`src/rtl/cs42448_dac.sv`:
```
// Four-line serial DAC feeder for the CS42448: 64-cycle frames with 32 SCLK periods,
// a single 8-word holding buffer, and a gated startup delay after codec init.
`timescale 1ns/1ps
module cs42448_dac #(
    parameter int unsigned STARTUP_FRAMES = 18750
) (
    input  logic        sys_clk,
    input  logic        sys_nrst,
    input  logic        init_done,
    input  logic [15:0] dac_din_l0,
    input  logic [15:0] dac_din_l1,
    input  logic [15:0] dac_din_l2,
    input  logic [15:0] dac_din_l3,
    input  logic [15:0] dac_din_r0,
    input  logic [15:0] dac_din_r1,
    input  logic [15:0] dac_din_r2,
    input  logic [15:0] dac_din_r3,
    input  logic        din_valid,
    output logic        din_ready,
    output logic        frame_strb,
    output logic        underrun,
    output logic        dac_run,
    output logic        DAC_SDOUT_CH0,
    output logic        DAC_SDOUT_CH1,
    output logic        DAC_SDOUT_CH2,
    output logic        DAC_SDOUT_CH3,
    output logic        DAC_SCLK,
    output logic        DAC_LRCK
);
    typedef enum logic [1:0] {
        ST_IDLE = 2'd0,
        ST_WAIT = 2'd1,
        ST_RUN  = 2'd2
    } state_t;

    state_t           r_state;
    state_t           w_next_state;
    logic [5:0]       r_div;
    logic [15:0]      r_frame_cnt;
    logic             r_full;
    logic [3:0][15:0] r_hold_l;
    logic [3:0][15:0] r_hold_r;
    logic [3:0][15:0] r_act_l;
    logic [3:0][15:0] r_act_r;
    logic             r_frame_strb;
    logic             r_underrun;
    logic             r_sclk;
    logic             r_lrck;
    logic [3:0]       r_sdout;

    logic [3:0][15:0] w_din_l;
    logic [3:0][15:0] w_din_r;
    logic             w_frame_end;
    logic             w_last_startup;
    logic             w_load;
    logic             w_accept;
    logic [3:0]       w_bit_idx;

    assign w_din_l        = {dac_din_l3, dac_din_l2, dac_din_l1, dac_din_l0};
    assign w_din_r        = {dac_din_r3, dac_din_r2, dac_din_r1, dac_din_r0};
    assign w_frame_end    = (r_div == 6'd63);
    assign w_last_startup = (r_frame_cnt == 16'(STARTUP_FRAMES - 1));
    // Slot d[4:1] selects bit 15-d[4:1], i.e. MSB first within each half-frame.
    assign w_bit_idx      = ~r_div[4:1];

    always_comb begin
        // NOTE: default assignment first so every path drives w_next_state and no latch is inferred.
        w_next_state = r_state;
        if (!init_done) begin
            w_next_state = ST_IDLE;
        end else begin
            case (r_state)
                ST_IDLE: w_next_state = ST_WAIT;
                ST_WAIT: if (w_frame_end && w_last_startup) w_next_state = ST_RUN;
                ST_RUN:  w_next_state = ST_RUN;
                default: w_next_state = ST_IDLE;
            endcase
        end
    end

    // Loads never coincide with captures: din_ready is held low on the div=63 cycle.
    assign w_load    = w_frame_end && (w_next_state == ST_RUN);
    assign din_ready = ((r_state == ST_WAIT) || (r_state == ST_RUN)) && !r_full && !w_frame_end;
    assign w_accept  = din_valid && din_ready;
    assign dac_run   = (r_state == ST_RUN);

    // NOTE: the sample buffers are flops rather than a RAM, so they can take the async reset.
    always_ff @(posedge sys_clk or negedge sys_nrst) begin
        if (!sys_nrst) begin
            r_state      <= ST_IDLE;
            r_div        <= '0;
            r_frame_cnt  <= '0;
            r_full       <= 1'b0;
            r_hold_l     <= '0;
            r_hold_r     <= '0;
            r_act_l      <= '0;
            r_act_r      <= '0;
            r_frame_strb <= 1'b0;
            r_underrun   <= 1'b0;
            r_sclk       <= 1'b0;
            r_lrck       <= 1'b0;
            r_sdout      <= '0;
        end else begin
            // NOTE: non-blocking assignments so every register sees this cycle's values.
            r_div        <= r_div + 6'd1;
            r_state      <= w_next_state;
            r_frame_strb <= w_load;
            r_underrun   <= w_load && !r_full;

            if (w_next_state == ST_IDLE) begin
                r_frame_cnt <= '0;
                r_full      <= 1'b0;
                r_act_l     <= '0;
                r_act_r     <= '0;
            end else begin
                if ((r_state == ST_WAIT) && w_frame_end) begin
                    r_frame_cnt <= r_frame_cnt + 16'd1;
                end
                if (w_accept) begin
                    r_hold_l <= w_din_l;
                    r_hold_r <= w_din_r;
                    r_full   <= 1'b1;
                end
                if (w_load) begin
                    r_act_l <= r_full ? r_hold_l : '0;
                    r_act_r <= r_full ? r_hold_r : '0;
                    r_full  <= 1'b0;
                end
            end

            if (r_state == ST_RUN) begin
                r_sclk <= r_div[0];
                r_lrck <= r_div[5];
                for (int n = 0; n < 4; n++) begin
                    r_sdout[n] <= r_div[5] ? r_act_r[n][w_bit_idx] : r_act_l[n][w_bit_idx];
                end
            end else begin
                r_sclk  <= 1'b0;
                r_lrck  <= 1'b0;
                r_sdout <= '0;
            end
        end
    end

    assign frame_strb    = r_frame_strb;
    assign underrun      = r_underrun;
    assign DAC_SCLK      = r_sclk;
    assign DAC_LRCK      = r_lrck;
    assign DAC_SDOUT_CH0 = r_sdout[0];
    assign DAC_SDOUT_CH1 = r_sdout[1];
    assign DAC_SDOUT_CH2 = r_sdout[2];
    assign DAC_SDOUT_CH3 = r_sdout[3];

endmodule
```
`config.mk`:
```
export PLATFORM = sky130hd
export DESIGN_NAME = cs42448_dac
export DESIGN_NICKNAME = d
export VERILOG_FILES = /design/src/rtl/cs42448_dac.sv
export SDC_FILE = /design/constraint.sdc
export NUM_CORES = 1
export LEC_CHECK = 0
export ABC_AREA = 1
export CAP_MARGIN = 40
export CORE_ASPECT_RATIO = 1.75
export CORE_MARGIN = 2
export CORE_UTILIZATION = 51
export CTS_CLUSTER_SIZE = 12
export DETAILED_ROUTE_END_ITERATION = 10
export PLACE_DENSITY = 0.73
export SYNTH_ARGS = -nofsm -noshare
export SYNTH_HDL_FRONTEND = slang
export SYNTH_SLANG_ARGS = --single-unit
```
`constraint.sdc`:
```
create_clock -name sys_clk -period 2.66 [get_ports sys_clk]
set_input_delay 0.532 -clock sys_clk [delete_from_list [all_inputs] [get_ports sys_clk]]
set_output_delay 0.532 -clock sys_clk [all_outputs]
set_load 0.03 [all_outputs]
```
* Word-level counts from Yosys, hierarchy flattened
Index checks and enable logic that the tools add are counted. W data, S select, Z words.
Storage, ports and cells: bits in registers 289, input bits 132, output and inout port bits 10, logic and storage cells 88
Cells by class: add/subtract/negate cells 2, $lt $le $gt $ge 1, eq/ne operators 5, muxes and demuxes 37, bitwise operators 2, reduce and logical (&&, ||, !) cells 16
Operator list (count):
- $mux W64 | 6
- $bmux W1 S4 | 8
- $mux W16 | 2
- $mux W1 | 17
- $add A16 B1 Y16 const B | 1
- $eq A16 B15 Y1 const B | 1
- $logic_and A1 B1 Y1 | 7
- $add A6 B1 Y6 const B | 1
- $eq A6 B6 Y1 const B | 1
- $pmux W2 S3 | 1
- $lt A4 B5 Y1 const B | 1
- $eq A2 B2 Y1 const B | 2
- $logic_not A2 Y1 | 2
- $mux W2 | 2
- $mux W4 | 1
- $not A4 Y4 | 1
- $reduce_bool A2 Y1 | 2
- $reduce_bool A3 Y1 | 1
- $eq A2 B1 Y1 const B | 1
- $logic_not A1 Y1 | 2
- $reduce_and A2 Y1 | 1
- $logic_or A1 B1 Y1 | 1
- $not A1 Y1 | 1

* Depth between registers and ports, before layout
Gate-level depths: netlist of the first run.
depth in word-level cells 9, mapped depth 16

* Least setup slack after synthesis of the first run
OpenSTA, ideal clock, no wires.
path kind flip-flop to flip-flop, from register r_div[0], to register r_hold_l[16] (netlist bit), library setup time 0.117 ns, data arrival time 2.021 ns, path slack 0.522 ns, cell stages (with the launch flop) 12, path buffers 3, period minus slack after synthesis 2.138 ns, cells stage by stage dfrtp_1 > ha_1 > nand3_4 > nor2_8 > nor3b_2 > and2_1 > buf_2 > nand2_1 > buf_4 > buf_4 > nand2_1 > nand2_1
Between the ends: elaborated cells on any way between the ends 11, classes of those cells 1 x eq/ne; 3 x mux; 1 x bitwise; 6 x reduce/logical
RTL lines:
- from (decl) | line 38 | logic [5:0] r_div;
- from (signal assigned) | line 105 | r_div <= r_div + 6'd1;
- $eq A6 B6 Y1 | line 61 | assign w_frame_end = (r_div == 6'd63);
- $logic_not A1 Y1 | line 83 | assign din_ready = ((r_state == ST_WAIT) || (r_state == ST_RUN)) && !r_full && !w_frame_end;
- $logic_and A1 B1 Y1 | line 83
- named net din_ready | line 19 | output logic din_ready,
- $logic_and A1 B1 Y1 | line 84 | assign w_accept = din_valid && din_ready;
- $reduce_and A2 Y1 (no source line)
- to (signal assigned) | line 120 | r_hold_l <= w_din_l;
- to (decl) | line 41 | logic [3:0][15:0] r_hold_l;
The timed path passes the listed nets, and every way through them passes these cells. A chain may end at the register's enable or synchronous reset.

* Worst setup path after layout of the first run
from register r_div[0], to output din_ready
Between the ends: longest elaborated chain between the ends 3
Ends and longest elaborated chain (line):
- $eq A6 B6 Y1 | 61
- $logic_not A1 Y1 | 83
- $logic_and A1 B1 Y1 | 83
- to (decl) | 19
Every way passes these cells.

==> reports/results.txt, run 1 <==
Layout filler cell count - 2,502
Initial antenna violation count - 0
Antenna diodes - 0
Worst-case vdd ir drop - 468.7 uV
Total Neg Setup Slack - 0 ns
Crit path required time - 2.13 ns
Synthesized area - 0.01416 mm2
Yosys reg bits - 289
Final setup fails - 0
Final hold vios - 0
Root Buffer - clkbuf_16
Vias/cell - 5.345
Clock tree from TritonCTS - done
Initial core utilization - 0.5184
Ranking of synthesized cells by area - dfrtp_1, nand2_1, nand4_1
Final ANT Viol Nets - 0
HPWL after detailed placement - 22.71 mm
Share of cells above drive strength 1 - 0.04667
Status - finished clean
Avg Cell Area, Syn - 7.766 um2
Worst skew pair latency - 0.55 ns
Largest net degree at the start of global routing - 76
Psw - 2.621 mW
Commonest non-fill, non-tap cell in the layout - nand2_1
Slew headroom - 0.5152
Syn Nets - 1,963
Max-Cap Viols - 0
Die area - 0.02918 mm2
Core ar. - 0.02733 mm2
Max Clk Rate - 389.8 MHz
Cell Count, Final, Fillers Out - 2,276
HP Class - flip-flop to flip-flop
Rows - 80
Port Buf Inserts - 141
Final-report max-slew violation count - 0
Most frequent cells in the layout - nand2_1, dfrtp_1, inv_1
Gr ovfl total - 0
Worst-path clk slew - 0.06 ns
Crit Path Category - flip-flop to output pin
Combinational fraction of design power - 0.110
IO Pins - 142
Sw frac - 0.2589
Vias in the first global route - 12,160
Yosys warns - 0
Seq/Total Area, Yosys - 0.5106
Arr. time, crit path - 2.03 ns
Clk pwr share - 0.374
Skew final - 0.006074 ns
Period utilization - 0.9644
CTS Buf Count - 29
RSZ-0062 raised after global routing - no
Aggregate routed wire length - 35.34 mm
Dpl cells - 2,228
CP endpoint kind - output pin
Cell variety after synth - 30
Yosys top cell area share - 0.5106
Least-Margin Pin Slew - 0.7272 ns
CP max FO - 4
Area leader, netlist - dfrtp_1
Post-route DRC - 0
Die Ht - 224.5 um
Fin crit period - 2.565 ns
Int Power - 7.500 mW
CTS max path bufs - 3
Global Route Usage Sum - 0.2504
Clk sinks - 289
PD cells - 611.4 mW/mm2
Reg power frac - 0.517
First-pass GRT wire length - 59.06 mm
Die X - 130.0 um
First DRT Iteration DRCs - 912
Cells after synthesis - 1,824
Leak - 9.274 nW
Area delta synth->final - 16.86%
Drt first pass iters - 7
# H-tree levels - 1
Setup slack, reg-to-reg - 0.12 ns
Nets@finish - 2,030
Startpoint Class - flip-flop
Detailed-route via count - 12,170
Final core utilization - 0.6058
DR WL/cell - 15.53 um
Gp weighted congestion - 0.8507
==> Yosys cell counts, drive strengths merged <==
cell / instances
o221ai: 4
xor2: 13
or2: 2
nor2: 121
nand3: 147
o211ai: 28
nor3: 5
clkbuf: 54
o21ai: 76
ha: 7
buf: 86
nand4: 129
clkinv: 2
inv: 157
xnor2: 2
a21oi: 3
nand2: 696
nor3b: 1
and3: 1
dfrtp: 289
and2: 1
==> layer usage <==
layer / up-vias / routed length (um) / GRT usage
li1: 5926 / - / -
met2: 337 / 18330 / 0.4406
met5: - / 0 / 0
met3: 85 / 1671 / 0.02712
met4: 0 / 1291 / 0.09747
met1: 5817 / 14040 / 0.3132
==> area by class of cell <==
| type | count | area [um2] | share of cell area |
|---|---|---|---|
| Sequential cell | 289 | 7238 | 0.4373 |
| Clock inverter | 1 | 5.005 | 0.0003023 |
| Inverter | 159 | 599.3 | 0.03621 |
| Multi-Input combinational cell | 1236 | 5613 | 0.3391 |
| Tap cell | 369 | 461.7 | 0.02789 |
| Clock buffer | 46 | 839.6 | 0.05072 |
| Timing Repair Buffer | 176 | 1797 | 0.1085 |
==> flip-flops by register name, indices dropped and copies added (netlist names) <==
register     cells
frame_strb       1
r_hold_l        64
r_full           1
r_div            6
r_act_l         64
DAC_SCLK         1
r_state          2
r_sdout          4
r_act_r         64
DAC_LRCK         1
r_hold_r        64
r_frame_cnt     16
underrun         1
==> stage by stage <==
| step | total power, mW | hold WS, ns | worst slack [ns] | instance area, um2 |
|---|---|---|---|---|
| 6_report | 10.12 | 0.4716 | 0.09458 | 16550 |
| 2_1_floorplan | 5.897 | 0.2364 | 0.5219 | 14160 |
| 4_1_cts | 10.20 | 0.4742 | 0.01659 | 16550 |
| 3_3_place_gp | 6.373 | 0.4550 | 0.2369 | 15700 |
| 5_1_grt | 10.58 | 0.4891 | 0.001650 | 16550 |
| 3_5_place_dp | 6.424 | 0.4588 | 0.1766 | 15700 |
==> what timing repair did <==
item | 4_1_cts | 5_1_grt
hold buffers | 1 | 0
setup endpoints to repair | 1 | 2
gates resized for setup | 1 | 2
pin swaps | 0 | 0
hold endpoints to repair | 56 | 0
setup buffers | 0 | 0
==> cells by family after synthesis <==
kind of cell,synth area share
XOR/XNOR,0.009275
adder cells (fa/ha/maj),0.006183
flip-flops,0.5106
AO/OA/AOI/OAI,0.04549
AND/OR/NAND/NOR,0.3334
buffers and inverters,0.09513
==> worst paths after layout <==
check	depth (start not counted)	to	start
setup reg to reg	7	r_act_r[61]$_DFFE_PN0P_	r_div[0]$_DFF_PN0_
min in group asynchronous	2	r_act_l[30]$_DFFE_PN0P_	sys_nrst
hold reg to reg	2	r_hold_l[8]$_DFFE_PN0P_	r_hold_l[8]$_DFFE_PN0P_
setup / recovery	5	din_ready	r_div[0]$_DFF_PN0_
max in group asynchronous	3	r_div[2]$_DFF_PN0_	sys_nrst
hold / removal	2	r_hold_l[8]$_DFFE_PN0P_	r_hold_l[8]$_DFFE_PN0P_
==> worst max-delay path: stages, from the launching register on <==
cell and delay, ns:
dfrtp_1 0.39, ha_1 0.26, nand3_4 0.14, nor2_8 0.05
nor3b_2 0.23, clkdlybuf4s15_1 0.41
==> power by group through the flow <==
stage	logic, mW	registers [mW]	clock network (mW)
after floorplan	0.703	5.19	0
after global placement	1.08	5.29	0
after detailed placement	1.13	5.30	0
after CTS	1.13	5.23	3.84
after global routing	1.29	5.28	4.01
final	1.11	5.23	3.78
No activity file was read; power rests on OpenSTA's default activity.
==> run 2: changes to the inputs <==
--- a/config.mk
+++ b/config.mk
@@ -9,10 +9,11 @@
 export CAP_MARGIN = 40
 export CORE_ASPECT_RATIO = 1.75
 export CORE_MARGIN = 2
-export CORE_UTILIZATION = 51
+export CORE_UTILIZATION = 58
 export CTS_CLUSTER_SIZE = 12
 export DETAILED_ROUTE_END_ITERATION = 10
-export PLACE_DENSITY = 0.73
+export MAX_ROUTING_LAYER = met4
+export PLACE_DENSITY = 0.81
 export SYNTH_ARGS = -nofsm -noshare
 export SYNTH_HDL_FRONTEND = slang
 export SYNTH_SLANG_ARGS = --single-unit
==> reports/results.txt, run 2 (synthesis results as in run 1) <==
Status - finished clean
Arr. time, crit path - 2.02 ns
Gp weighted congestion - 0.8754
Post-CTS Repair Setup Buffers - 0
Port Buf Inserts - 141
Commonest non-fill, non-tap cell in the layout - nand2_1
Max Clk Rate - 391.7 MHz
Core ar. - 0.02402 mm2
Vias in the first global route - 12,230
CTS Buf Count - 28
Nets@finish - 2,028
FF+latch area - 0.007238 mm2
CP top delay family - buffers and inverters
Post-route DRC - 0
Least-Margin Pin Slew - 0.7591 ns
Fin crit period - 2.553 ns
Share of cells above drive strength 1 - 0.04426
First-pass GRT wire length - 58.26 mm
Hold worst-path end - r_hold_r[58]$_DFFE_PN0P_
HPWL after detailed placement - 21.83 mm
CTS max path bufs - 3
Aggregate routed wire length - 34.61 mm
Cell Count, Final, Fillers Out - 2,206
RSZ-0062 raised after global routing - no
Worst hold start - r_hold_r[58]$_DFFE_PN0P_
# H-tree levels - 1
Setup slack, reg-to-reg - 0.20 ns
Detailed-route via count - 12,290
Final ANT Viol Nets - 0
Most frequent cells in the layout - nand2_1, dfrtp_1, inv_1
DR WL/cell - 15.69 um
Largest stage delay on the critical path - 0.42 ns
Worst r2r path cells - 11
CP endpoint kind - output pin
Startpoint Class - flip-flop
Dpl cells - 2,166
Multi-input logic area - 0.005613 mm2
Total Neg Setup Slack - 0 ns
Antenna diodes - 0
Worst skew pair latency - 0.56 ns
Slew headroom - 0.4934
Crit path cell chain - ha_1 -> nand3_4 -> nor2_8 -> nor3b_2 -> dlygate4sd2_1
Layout filler cell count - 1,992
Clock tree from TritonCTS - done
Global Route Usage Sum - 0.2873
Worst path slowest cell - dlygate4sd2_1
CP max FO - 4
Crit path required time - 2.13 ns
Drt first pass iters - 6
Initial core utilization - 0.5896
HP Class - flip-flop to flip-flop
PnR worst setup slack - 0.1071 ns
Worst-case vdd ir drop - 401.0 uV
Leak - 9.265 nW
Gr ovfl total - 0
FF-to-FF End - r_act_l[25]$_DFFE_PN0P_
Hold Path Cell Cnt - 2
Period utilization - 0.9598
Skew final - 0.02080 ns
CP Launch Point - r_div[0]$_DFF_PN0_
Root Buffer - clkbuf_16
Final setup fails - 0
Worst Setup Slack post-DPL - 0.2406 ns
Final-report max-slew violation count - 0
Die area - 0.02574 mm2
Die Ht - 210.7 um
First DRT Iteration DRCs - 1,091
Crit Path Category - flip-flop to output pin
Vias/cell - 5.570
Min Hold Slack - 0.4687 ns
FF-to-FF Start - r_state[1]$_DFF_PN0_
Rows - 75
IO Pins - 142
Area delta synth->final - 16.21%
Buf/Inv on CP - 1
Die X - 122.1 um
Final hold vios - 0
PD cells - 603.4 mW/mm2
Largest net degree at the start of global routing - 79
Clk sinks - 289
Worst-path clk slew - 0.07 ns
Max-Cap Viols - 0
Initial antenna violation count - 0
[run 2: cell count changes in the layout (fill, tap and decap cells not counted)]
cell | before | now
buf_12 | 9 | 14
clkbuf_8 | 5 | 1
clkbuf_1 | 12 | 8
buf_4 | 25 | 19
clkdlybuf4s15_1 | 1 | 0
dlygate4sd2_1 | 0 | 1
[run 2: timing repair]
| item | in CTS | in global routing |
|---|---|---|
| resized for setup | 1 | 1 |
| hold buffers | 1 | 0 |
| hold endpoints to repair | 28 | 0 |
| gates cloned | 0 | 0 |
| setup endpoints to repair | 1 | 1 |
[run 2: metrics by stage]
stage | power, mW | utilization | area [um2]
final | 9.932 | 0.6852 | 16460
after detailed placement | 6.431 | 0.6525 | 15680
after floorplan | 5.897 | - | 14160
after CTS | 9.998 | 0.6851 | 16460
after global routing | 10.39 | 0.6852 | 16460
after global placement | 6.379 | 0.6517 | 15660
[run 2: where the power goes]
| part | internal [mW] | total (mW) | switching, mW |
|---|---|---|---|
| combinational | 0.466 | 1.13 | 0.663 |
| clock | 1.98 | 3.58 | 1.60 |
| sequential | 4.92 | 5.23 | 0.309 |
| total | 7.36 | 9.93 | 2.57 |
[run 2: layout make-up]
type,count,share of cell area
sequential,289,0.4397
multi-input combinational,1236,0.3410
timing repair buffer,175,0.1124
clock buffer,38,0.04675
inverter,159,0.03641
tap,308,0.02341
clock inverter,1,0.0003040
[run 2: how the worst max path moves through the flow]
stage | end | slack, ns | cells past startpoint
finish | din_ready | 0.11 | 5
global route | din_ready | 0.03 | 5
CTS | dac_run | 0.05 | 3
detailed placement | r_act_l[30]$_DFFE_PN0P_ | 0.24 | 11
global placement | r_act_r[62]$_DFFE_PN0P_ | 0.39 | 13
floorplan | r_hold_l[16]$_DFFE_PN0P_ | 0.52 | 11
[run 2: tightest hold or removal path, delay by kind of cell, from the launching register on]
| family | cells | cell delay, ns |
|---|---|---|
| flip-flops | 1 | 0.34 |
| AND/OR/NAND/NOR | 2 | 0.10 |
[run 2: metal layers]
metal / part of all wire / GRT usage / vias up
li1: - / - / 5933
met2: 0.52 / 0.4885 / 365
met5: 0 / - / -
met4: 0.039 / 0.1233 / 0
met3: 0.047 / 0.03213 / 99
met1: 0.39 / 0.3448 / 5890
